===== src/rtl/npc_arb_pkg.sv =====
// Shared types and default widths for the NPC memory-port arbiter.
// Optional feature macro used by the arbiter: NPC_ARB_TIMEOUT_EN.
package npc_arb_pkg;

  typedef enum logic [1:0] {
    IDLE = 2'd0,
    REQ  = 2'd1,
    WAIT = 2'd2
  } arb_state_e;

  typedef enum logic {
    OWN_IFU = 1'b0,
    OWN_LSU = 1'b1
  } owner_e;

  localparam int ARB_ADDR_W         = 32;
  localparam int ARB_DATA_W         = 32;
  localparam int ARB_MASK_W         = 8;
  localparam int ARB_TIMEOUT_CYCLES = 255;
  localparam int ARB_WCNT_W         = 8;

  // grant bit positions inside the picker's one-hot vector
  localparam int GNT_IFU = 0;
  localparam int GNT_LSU = 1;

endpackage


===== src/rtl/npc_arb_pick.sv =====
// Two-way round-robin picker. A lone requester always wins; on a tie the
// requester that did not own the previous transaction wins.
module npc_arb_pick
  import npc_arb_pkg::*;
(
  input  logic       ifu_valid,
  input  logic       lsu_valid,
  input  owner_e     last_owner,
  output logic [1:0] grant
);

  // one-hot grant; zero when nobody requests
  always_comb begin
    grant = 2'b00;
    if (ifu_valid && lsu_valid) begin
      if (last_owner == OWN_LSU) grant[GNT_IFU] = 1'b1;
      else                       grant[GNT_LSU] = 1'b1;
    end else begin
      grant[GNT_IFU] = ifu_valid;
      grant[GNT_LSU] = lsu_valid;
    end
  end

endmodule


===== src/rtl/npc_mem_arbiter.sv =====
// Shares the single NPC memory port between instruction fetch and the
// load/store unit; one transaction in flight at a time.
// Optional feature macro: NPC_ARB_TIMEOUT_EN (WAIT-state timeout with a
// sticky timeout_err flag). Without it WAIT waits forever.
module npc_mem_arbiter
  import npc_arb_pkg::*;
#(
  parameter int ADDR_W         = ARB_ADDR_W,
  parameter int DATA_W         = ARB_DATA_W,
  parameter int MASK_W         = ARB_MASK_W,
  parameter int TIMEOUT_CYCLES = ARB_TIMEOUT_CYCLES
) (
  input  logic              clk,
  input  logic              rst,

  input  logic              ifu_req_valid,
  output logic              ifu_req_ready,
  input  logic [ADDR_W-1:0] ifu_addr,
  output logic              ifu_resp_valid,
  output logic [DATA_W-1:0] ifu_rdata,

  input  logic              lsu_req_valid,
  output logic              lsu_req_ready,
  input  logic [ADDR_W-1:0] lsu_addr,
  input  logic              lsu_wen,
  input  logic [DATA_W-1:0] lsu_wdata,
  input  logic [MASK_W-1:0] lsu_wmask,
  output logic              lsu_resp_valid,
  output logic [DATA_W-1:0] lsu_rdata,

  output logic              mem_req_valid,
  input  logic              mem_req_ready,
  output logic [ADDR_W-1:0] mem_addr,
  output logic              mem_wen,
  output logic [DATA_W-1:0] mem_wdata,
  output logic [MASK_W-1:0] mem_wmask,
  input  logic              mem_resp_valid,
  input  logic [DATA_W-1:0] mem_rdata,

  output logic              timeout_err
);

  localparam logic [ARB_WCNT_W-1:0] TO_LIM = ARB_WCNT_W'(TIMEOUT_CYCLES);

  arb_state_e        state_q, state_d;
  // owner of the current transaction; also the round-robin history, since
  // both are updated on the same accept
  owner_e            owner_q;
  logic [ADDR_W-1:0] addr_q;
  logic              wen_q;
  logic [DATA_W-1:0] wdata_q;
  logic [MASK_W-1:0] wmask_q;
  logic [1:0]        grant;
  logic              resp_fire;
  logic              timeout_hit;
  logic              done;

  npc_arb_pick u_pick (
    .ifu_valid  (ifu_req_valid),
    .lsu_valid  (lsu_req_valid),
    .last_owner (owner_q),
    .grant      (grant)
  );

  // grant only exists for a valid requester, so ready implies accept
  assign ifu_req_ready = (state_q == IDLE) && grant[GNT_IFU];
  assign lsu_req_ready = (state_q == IDLE) && grant[GNT_LSU];

`ifdef NPC_ARB_TIMEOUT_EN
  logic [ARB_WCNT_W-1:0] wcnt_q;
  logic                  terr_q;

  // counts WAIT cycles without a response; restarts on every WAIT entry
  always_ff @(posedge clk or negedge rst) begin
    if (!rst) begin
      wcnt_q <= '0;
    end else if (state_q != WAIT && state_d == WAIT) begin
      wcnt_q <= '0;
    end else if (state_q == WAIT && !mem_resp_valid) begin
      wcnt_q <= wcnt_q + 1'b1;
    end
  end

  // sticky until reset
  always_ff @(posedge clk or negedge rst) begin
    if (!rst)             terr_q <= 1'b0;
    else if (timeout_hit) terr_q <= 1'b1;
  end

  assign timeout_hit = (state_q == WAIT) && !mem_resp_valid && (wcnt_q == TO_LIM);
  assign timeout_err = terr_q;
`else
  logic unused_to_lim;
  assign unused_to_lim = ^TO_LIM;
  assign timeout_hit   = 1'b0;
  assign timeout_err   = 1'b0;
`endif

  // a real response always wins over a timeout in the same cycle
  assign resp_fire = (state_q == WAIT) && mem_resp_valid;
  assign done      = resp_fire || timeout_hit;

  // next-state: IDLE accepts, REQ holds until handshake, WAIT until done
  always_comb begin
    state_d = state_q;
    case (state_q)
      IDLE:    if (ifu_req_ready || lsu_req_ready) state_d = REQ;
      REQ:     if (mem_req_ready)                  state_d = WAIT;
      WAIT:    if (done)                           state_d = IDLE;
      default:                                     state_d = IDLE;
    endcase
  end

  // state register; reset mid-transaction simply drops it
  always_ff @(posedge clk or negedge rst) begin
    if (!rst) state_q <= IDLE;
    else      state_q <= state_d;
  end

  // capture the winner's request fields on accept and hold them through REQ
  always_ff @(posedge clk or negedge rst) begin
    if (!rst) begin
      owner_q <= OWN_IFU;
      addr_q  <= '0;
      wen_q   <= 1'b0;
      wdata_q <= '0;
      wmask_q <= '0;
    end else if (ifu_req_ready) begin
      owner_q <= OWN_IFU;
      addr_q  <= ifu_addr;
      wen_q   <= 1'b0;
      wdata_q <= '0;
      wmask_q <= '0;
    end else if (lsu_req_ready) begin
      owner_q <= OWN_LSU;
      addr_q  <= lsu_addr;
      wen_q   <= lsu_wen;
      wdata_q <= lsu_wdata;
      wmask_q <= lsu_wen ? lsu_wmask : '0;
    end
  end

  assign mem_req_valid = (state_q == REQ);
  assign mem_addr      = addr_q;
  assign mem_wen       = wen_q;
  assign mem_wdata     = wdata_q;
  assign mem_wmask     = wmask_q;

  // response steering: only the owner sees data; stores and timeouts return 0
  always_comb begin
    ifu_resp_valid = done && (owner_q == OWN_IFU);
    lsu_resp_valid = done && (owner_q == OWN_LSU);
    ifu_rdata      = '0;
    lsu_rdata      = '0;
    if (resp_fire && owner_q == OWN_IFU)           ifu_rdata = mem_rdata;
    if (resp_fire && owner_q == OWN_LSU && !wen_q) lsu_rdata = mem_rdata;
  end

endmodule


===== config.mk =====
export PLATFORM = sky130hd
export DESIGN_NAME = npc_mem_arbiter
export DESIGN_NICKNAME = d
export VERILOG_FILES = /design/src/rtl/npc_arb_pkg.sv /design/src/rtl/npc_arb_pick.sv /design/src/rtl/npc_mem_arbiter.sv
export SDC_FILE = /design/constraint.sdc
export NUM_CORES = 1
export LEC_CHECK = 0
export ABC_CLOCK_PERIOD_IN_PS = 2800
export CAP_MARGIN = 30
export CORE_AREA = 3 3 111 113
export CTS_CLUSTER_SIZE = 14
export DETAILED_ROUTE_END_ITERATION = 16
export DIE_AREA = 0 0 114 116
export HOLD_SLACK_MARGIN = 0.15
export PLACE_DENSITY_LB_ADDON = 0.05
export REMOVE_ABC_BUFFERS = 1
export SYNTH_ARGS = -nofsm -noshare
export SYNTH_HDL_FRONTEND = slang
export SYNTH_SLANG_ARGS = --single-unit

===== constraint.sdc =====
create_clock -name clk -period 2.8 [get_ports clk]
set_clock_uncertainty 0.2 [all_clocks]
set_input_delay 0.56 -clock clk [delete_from_list [all_inputs] [get_ports clk]]
set_output_delay 0.56 -clock clk [all_outputs]
set_load 0.005 [all_outputs]

==> results of run 1 <==
==> final cells by class <==
class                   instances  area [µm²]
inverters                       1        3.75
repair buffers                313        3150
multi-input cells             254        1650
clock inverters                 6         138
fillers                      1006        4170
clock buffers                   9         225
flip-flops and latches         76        1900
well taps                     143         179
==> worst paths after layout <==
path,to,slack (ns),cells past startpoint
worst max-delay path,lsu_rdata[16],0.04,7
worst min-delay path,mem_wmask[4]$_DFFE_PN0P_,0.29,1
worst max register to register,mem_addr[4]$_DFFE_PN0P_,0.55,5
worst min register to register,mem_wmask[4]$_DFFE_PN0P_,0.29,1
max in group asynchronous,owner_q$_DFFE_PN0P_,1.34,3
min in group asynchronous,mem_wdata[15]$_DFFE_PN0P_,0.46,2
==> worst max-delay path, stage by stage <==
cell,delay [ns]
dlygate4sd2_1,0.25
and4b_1,0.21
and2b_2,0.22
buf_4,0.13
bufbuf_16,0.26
and2_1,0.16
clkdlybuf4s15_1,0.21
==> timing repair <==
| action | 4_1_cts | 5_1_grt |
|---|---|---|
| pin swaps | 0 | 2 |
| resized for setup | 39 | 26 |
| setup buffers | 3 | 4 |
| gates cloned | 2 | 2 |
| hold endpoints to repair | 19 | 0 |
| endpoints found under the setup margin | 66 | 40 |
| hold buffers | 1 | 0 |
==> state kept, by name (all words and copies together) (netlist names) <==
name,cells
mem_wdata,32
state_q,2
owner_q,1
mem_wmask,8
mem_wen,1
mem_addr,32
==> kinds of logic after synthesis <==
group	count (synthesis)	synth area share, %
other	1	0.0998
DFF	76	50.6
AOI/OAI and AO/OA	141	24.3
and+or+nand+nor	112	19.0
buffers and inverters	46	6.06
==> through the flow <==
stage               power, µW  util, %  area [µm²]
finish                   6480     63.5        7250
detailed placement       5040     58.9        6730
global route             6910     63.5        7250
CTS                      6500     62.6        7150
global placement         4990     58.7        6700
floorplan                3080        -        3530
==> power by group through the flow <==
stage	Sequential [µW]	Clock, µW	Combinational [µW]
after floorplan	1990	0	1090
after global placement	1950	0	3040
after detailed placement	1960	0	3080
after CTS	1950	1440	3110
after global routing	2020	1490	3400
final	1940	1410	3130
==> cell usage in the layout (no fill, tap or decap), types with 3 or more instances in the layout <==
cell,synthesis,final
a21oi_1,33,33
a22o_1,33,33
a31oi_1,33,33
a32o_1,8,8
and2_1,64,64
buf_4,1,21
buf_6,5,3
bufinv_16,0,4
clkbuf_16,0,9
clkdlybuf4s15_1,0,8
clkdlybuf4s50_1,0,239
dfrtp_1,76,74
dlygate4sd2_1,0,26
dlymetal6s2s_1,0,10
nand2_1,3,3
nand4_1,32,32
o21ai_0,28,28
o21ai_1,6,6
==> layer usage <==
| layer | share of wire [%] | vias to the layer above | routed length, µm |
|---|---|---|---|
| met5 | 0 | - | 0 |
| met4 | 1.2 | 0 | 189 |
| met3 | 9.3 | 18 | 1410 |
| met2 | 49 | 188 | 7420 |
| met1 | 41 | 1958 | 6220 |
| li1 | - | 1948 | - |
==> results.yml, run 1 <==
run_status:
  status: "finished clean"
routing:
  vias_per_cell: 5.13
  drc_errors: 0
  vias: 4112
  first_pass_iters: 4
  drt_wl_total_um: 15200
  final_antenna_net_count: 0
  drt_iter0_markers: 285
  wire_per_inst_um: 19.0
cells_and_area:
  drive_gt1_share_pct: 8.04
  nNetsFinal: 798
  syn2layout_area_growth_pct: 93.0
  antenna_cells: 0
  final_cells: 802
critical_path:
  start_kind: "input pin"
  end_kind: "output pin"
  crit_required_ns: 2.04
  crit_path_max_fanout: 8
  reg2reg_from: "state_q[1]$_DFFE_PN0P_"
  cp_data_arrival_time_ns: 2.00
  cp-startpoint: "mem_resp_valid"
  path_class: "in2out"
logic_synthesis:
  yosysSeqAreaShare_pct: 50.6
  ys_warn_count: 0
  yosysMostFrequentCell: "dfrtp_1"
  synth_commonest_cells: "dfrtp_1, and2_1, a21oi_1, a22o_1, a31oi_1"
  synthArstFlopShare_pct: 100
  synth-edff-count: 0
  syn_area_um2: 3760
  postSynthCellCount: 376
  ys_types: 29
  synth-seq-cells: 76
  ys.flop_type: "dfrtp_1"
  synth_top_area_cell: "dfrtp_1"
  synthTopCellsByArea: "dfrtp_1, and2_1, a22o_1, a31oi_1, nand4_1"
  syn_avg_cell_area_um2: 9.99
  synth_top_area_share_pct: 50.6
clock_tree:
  cts_tree: "built"
  clock-sinks: 76
  cts_buffers: 9
  cts-root-buf: "clkbuf_16"
  clk_pin_slew_ns: 0.06
  cts_max_path_buffers: 2
  clk_latency_ns: 0.32
  cts_max_level: 3
grt:
  grt_max_degree: 69
  grt_pass1_vias: 4091
  grt_first_pass_wirelength_um: 23100
  overflow: 0
  grt_util_met2_pct: 36.2
  grt_use_met1_pct: 28.8
  antenna_found_initial: 0
  top_usage_layer: "met2"
  use_met3_pct: 6.27
  track_usage_pct: 22.0
timing:
  slew_headroom_pct: 55.0
  final.min_clock_period_ns: 2.76
  fin_ws_ns: 0.0443
  fin_crit_sh_pct: 98.4
  maxSlewViolCount: 0
  tns_ns: 0
  holdWs_ns: 0.290
  hold_violations: 0
  worst_pin_slew_ns: 0.676
  setup-violations-final: 0
  max_freq_ghz: 0.363
power:
  power_frac_seq_pct: 30.0
  p_switching_uw: 2090
  p_leak_uw: 0.00323
  internal-power_uw: 4400
  p_clk_share_pct: 21.7
  p_comb_share_pct: 48.3
  p_per_area_nw_per_um2: 894
  peakVddDrop_v: 0.000476
  netSwitchingFraction_pct: 32.2
min_path:
  hold_class: "reg2reg"
  min_from: "mem_wmask[4]$_DFFE_PN0P_"
floorplanning:
  fp.coreArea_um2: 11400
  initial_core_util_pct: 32.9
  rows: 39
  die_h_um: 116
  io_pins: 286
  die_w_um: 114
  dieArea_um2: 13200
place:
  dp_hpwl_um: 10900
  io_buffers: 284
  dpl_worst_slack_ns: -0.239
  placed_cells: 775
  gp_congestion: 0.839
flow_run:
  maxCapViolations: 0
No activity file was read; power rests on OpenSTA's default activity.
==> inputs of run 2 (changes only) <==
- ABC_CLOCK_PERIOD_IN_PS: 2800 -> 3100
- CORE_AREA: 3 3 111 113 -> default
- CORE_MARGIN: default -> 3
- CORE_UTILIZATION: default -> 34
- DIE_AREA: 0 0 114 116 -> default
- clock period: 2.8 -> 3.1 ns (I/O delays scaled with it)
==> results.yml, run 2 (synthesis results as in run 1) <==
run_status:
  status: "finished clean"
min_path:
  min_from: "mem_wmask[7]$_DFFE_PN0P_"
  hold_class: "reg2reg"
cells_and_area:
  nNetsFinal: 788
  drive_gt1_share_pct: 6.01
  design_area_um2: 6960
  final_cell_mix: "clkdlybuf4s50_1, dfrtp_1, and2_1"
  final_common_cell: "clkdlybuf4s50_1"
  syn2layout_area_growth_pct: 85.3
  antenna_cells: 0
timing:
  rsz0062_at_grt: "no"
  fin_crit_sh_pct: 96.9
  max_freq_ghz: 0.333
  setup-violations-final: 0
  slew_headroom_pct: 54.6
  maxSlewViolCount: 0
  final.min_clock_period_ns: 3.00
  worst_pin_slew_ns: 0.681
  hold_violations: 0
  tns_ns: 0
critical_path:
  slowest_stage: "clkdlybuf4s50_1"
  end_kind: "output pin"
  cp_data_arrival_time_ns: 2.18
  cp_top_family: "buffers and inverters"
  reg2reg_from: "state_q[0]$_DFFE_PN0P_"
  cp-startpoint: "mem_resp_valid"
  cp_num_buf_inv: 3
  cp_cell_sequence: "dlygate4sd2_1 -> and4b_1 -> and2b_2 -> bufbuf_16 -> and2_1 -> clkdlybuf4s50_1"
  crit_required_ns: 2.28
  start_kind: "input pin"
  path_class: "in2out"
  cp_slowest_stage_delay_ns: 0.44
  crit_path_max_fanout: 16
floorplanning:
  rows: 37
  initial_core_util_pct: 35.6
  die_h_um: 111
  io_pins: 286
  die_w_um: 111
  fp.coreArea_um2: 10600
  dieArea_um2: 12300
routing:
  drt_iter0_markers: 255
  final_antenna_net_count: 0
  vias: 4100
  vias_per_cell: 5.22
  first_pass_iters: 4
  drc_errors: 0
  drt_wl_total_um: 15200
  wire_per_inst_um: 19.4
grt:
  grt_max_degree: 77
  grt_pass1_vias: 4096
  grt_first_pass_wirelength_um: 23100
  antenna_found_initial: 0
  overflow: 0
  track_usage_pct: 23.5
place:
  dp_hpwl_um: 11100
  postPlaceCellArea_um2: 6700
  gp_congestion: 0.915
  io_buffers: 284
clock_tree:
  cts-root-buf: "clkbuf_8"
  clock-sinks: 76
  clk_pin_slew_ns: 0.09
  cts_max_level: 3
  cts_buffers: 9
  cts_tree: "built"
  clk_latency_ns: 0.34
  cts_max_path_buffers: 2
power:
  peakVddDrop_v: 0.000450
  p_leak_uw: 0.00278
  p_per_area_nw_per_um2: 759
flow_run:
  maxCapViolations: 0
-- run 2: cell count changes in the layout (fill, tap and decap cells not counted), moves of 7 or more --
cell / before / now
dlygate4sd2_1: 26 / 2
clkdlybuf4s50_1: 239 / 281
clkbuf_8: 0 / 9
clkdlybuf4s15_1: 8 / 0
buf_4: 21 / 14
clkbuf_16: 9 / 0
dlymetal6s2s_1: 10 / 0
-- run 2: routing by layer --
metal	routed length [µm]	global-route usage [%]
met1	5680	26.0
met2	7900	43.0
met3	1190	6.39
met4	412	8.92
met5	0	0
-- run 2: report_power, final --
part           switching, µW  internal, µW
clock network            374           369
logic                   1200          1590
registers                276          1480
total                   1850          3440
-- run 2: layout make-up --
type	instances	area, µm²
inverter	1	3.75
clock buffer	9	124
multi-input combinational	254	1630
tap	136	170
fill	875	3590
clock inverter	6	65.1
timing repair buffer	303	3070
sequential	76	1900
-- run 2: path summary, 6_finish.rpt --
check                                                  to  slack, ns  cells after the start
worst max-delay path                        lsu_rdata[27]        0.1                      6
worst min-delay path             mem_wmask[7]$_DFFE_PN0P_       0.30                      1
worst max register to register   mem_wmask[3]$_DFFE_PN0P_       0.98                      5
worst min register to register   mem_wmask[7]$_DFFE_PN0P_       0.30                      1
max in group asynchronous         mem_addr[8]$_DFFE_PN0P_       1.70                      3
min in group asynchronous       mem_wdata[15]$_DFFE_PN0P_       0.42                      2
-- run 2: per-stage QoR --
| stage | util, % | instances | power, µW | hold WS (ns) | setup slack [ns] |
|---|---|---|---|---|---|
| after floorplan | - | 331 | 2780 | 0.124 | 0.111 |
| after global placement | 63.4 | 766 | 4510 | 0.275 | -0.0154 |
| after detailed placement | 63.4 | 766 | 4550 | 0.282 | -0.0420 |
| after CTS | 65.6 | 783 | 5330 | 0.248 | 0.102 |
| after global routing | 65.9 | 785 | 5630 | 0.312 | 0.0167 |
| final | 65.9 | 785 | 5290 | 0.299 | 0.0973 |
-- run 2: timing repair --
item                                   CTS  global route
setup buffers                            1             0
hold buffers                             0             1
gates resized for setup                  3             0
endpoints found under the hold margin    0            27
setup endpoints to repair               33             0
==> inputs of run 3 (changes only) <==
- ABC_AREA: default -> 1
- CORE_ASPECT_RATIO: default -> 1.4
- CORE_UTILIZATION: 34 -> 35
- SLEW_MARGIN: default -> 5
==> results.yml, run 3 <==
run_status:
  status: "finished clean"
logic_synthesis:
  yosysMostFrequentCell: "nand2_1"
  ys_types: 17
  synthXorXnorAreaFrac_pct: 0
  synth_compound_area_share_pct: 0.907
  synthSimpleGateAreaFrac_pct: 36.9
  postSynthCellCount: 577
  synth_top_area_share_pct: 47.5
  ys_warn_count: 0
  synth_commonest_cells: "nand2_1, inv_1, dfrtp_1"
  synthTopCellsByArea: "dfrtp_1, nand2_1, inv_1, nor2_1, nand4_1"
  synth_top_area_cell: "dfrtp_1"
  muxShareOfSynthArea_pct: 0
  syn_area_um2: 4000
  synth_top_family_by_area: "simple AND/OR/NAND/NOR gates"
  ys.flop_type: "dfrtp_1"
  synth-edff-count: 0
  syn_avg_cell_area_um2: 6.93
  synth-seq-cells: 76
  synth_fa_ha_area_share_pct: 0
  synthArstFlopShare_pct: 100
  yosysSeqAreaShare_pct: 47.5
timing:
  final.min_clock_period_ns: 2.87
  max_freq_ghz: 0.349
  fin_crit_sh_pct: 92.5
  slew_headroom_pct: 60.3
  rsz0062_at_grt: "no"
  fin_ws_ns: 0.233
  worst_pin_slew_ns: 0.594
  hold_violations: 0
  setup-violations-final: 0
  maxSlewViolCount: 0
floorplanning:
  io_pins: 286
  initial_core_util_pct: 36.4
  rows: 45
  die_h_um: 133
  die_w_um: 96.4
  fp.coreArea_um2: 11000
  dieArea_um2: 12800
routing:
  drc_errors: 0
  vias: 4561
  wire_per_inst_um: 14.5
  final_antenna_net_count: 0
  first_pass_iters: 6
  drt_wl_total_um: 14400
  vias_per_cell: 4.58
  drt_iter0_markers: 178
clock_tree:
  clk_pin_slew_ns: 0.06
  cts_max_level: 3
  cts-root-buf: "clkbuf_16"
  clock-sinks: 76
  clk_latency_ns: 0.32
  cts_max_path_buffers: 2
  cts_tree: "built"
  cts_buffers: 9
critical_path:
  slowest_stage: "clkdlybuf4s50_1"
  start_kind: "input pin"
  crit_path_max_fanout: 4
  end_kind: "output pin"
  cp_data_arrival_time_ns: 2.05
  cp_cell_sequence: "clkdlybuf4s50_1 -> nand3_1 -> inv_2 -> clkdlybuf4s50_1"
  cp_slowest_stage_delay_ns: 0.64
  reg2reg_slack_ns: 0.86
  cp_common_cell: "clkdlybuf4s50_1"
  crit_required_ns: 2.28
  path_class: "in2out"
grt:
  grt_max_degree: 77
  grt_first_pass_wirelength_um: 22000
  antenna_found_initial: 0
  track_usage_pct: 22.0
  grt_pass1_vias: 4408
  overflow: 0
cells_and_area:
  antenna_cells: 0
  design_area_um2: 7330
  nNetsFinal: 992
  final_cell_mix: "clkdlybuf4s50_1, nand2_1, inv_1"
  fillCellCount: 929
  postLayoutCoreUtil_pct: 66.7
  drive_gt1_share_pct: 4.10
  syn2layout_area_growth_pct: 83.1
  final_common_cell: "clkdlybuf4s50_1"
place:
  gp_congestion: 0.910
  dp_hpwl_um: 11200
  dpl_worst_slack_ns: 0.0611
  io_buffers: 284
  postPlaceCellArea_um2: 6940
min_path:
  hold_class: "reg2reg"
power:
  p_leak_uw: 0.00387
  p_per_area_nw_per_um2: 722
  peakVddDrop_v: 0.000344
  finalPower_uw: 5290
flow_run:
  maxCapViolations: 0
==> run 3: what timing repair did <==
| action | CTS | global route |
|---|---|---|
| endpoints found under the hold margin | 0 | 36 |
| hold buffers | 0 | 1 |
| setup buffers | 0 | 1 |
| resized for setup | 0 | 9 |
| endpoints found under the setup margin | 0 | 28 |
==> run 3: worst max-delay path: cells and delay by family <==
| family | cells | cell delay [ns] |
|---|---|---|
| AND/OR/NAND/NOR | 1 | 0.16 |
| buffers and inverters | 3 | 1.27 |
==> run 3: metal layers <==
layer | GRT usage (%) | part of all wire, % | vias to the layer above
met4 | 7.25 | 2.3 | 0
met3 | 7.22 | 10 | 26
met1 | 24.6 | 37 | 2073
met5 | 0 | 0 | -
met2 | 38.6 | 50 | 196
li1 | - | - | 2266
==> run 3: layout make-up <==
class	instances	area, µm²	share of cell area [%]
Clock inverter	5	83.8	1.14
Sequential cell	76	1900	26.0
Tap cell	141	176	2.41
Timing Repair Buffer	297	3000	40.9
Multi-Input combinational cell	362	1540	21.0
Clock buffer	11	243	3.31
Inverter	103	387	5.28
==> run 3: logic make-up (layout without fill, tap and decap cells) <==
group,Yosys count,after routing
buf+inv,139,416
simple gates,355,355
other cells,1,1
flops,76,76
compound gates,6,6
==> run 3: final timing paths <==
check,cells after the start,startpoint,end
worst min register to register,2,mem_addr[7]$_DFFE_PN0P_,mem_addr[7]$_DFFE_PN0P_
worst max-delay path,4,ifu_req_valid,ifu_req_ready
worst min-delay path,2,mem_addr[7]$_DFFE_PN0P_,mem_addr[7]$_DFFE_PN0P_
min in group asynchronous,2,rst,mem_wdata[10]$_DFFE_PN0P_
worst max register to register,6,state_q[1]$_DFFE_PN0P_,mem_addr[18]$_DFFE_PN0P_
max in group asynchronous,3,rst,mem_addr[4]$_DFFE_PN0P_
==> run 3: stage by stage <==
stage	setup TNS [ns]	instances	hold slack, ns
detailed placement	0	976	0.264
global placement	0	976	0.262
floorplan	-56.84	541	0.124
global route	0	995	0.294
CTS	0	992	0.274
finish	0	995	0.275
==> run 3: power by group <==
part	switching, µW	internal, µW	total, µW	leakage (µW)
Sequential	250	1420	1670	0.000967
Clock	391	729	1120	0.000152
Combinational	1200	1310	2510	0.00275
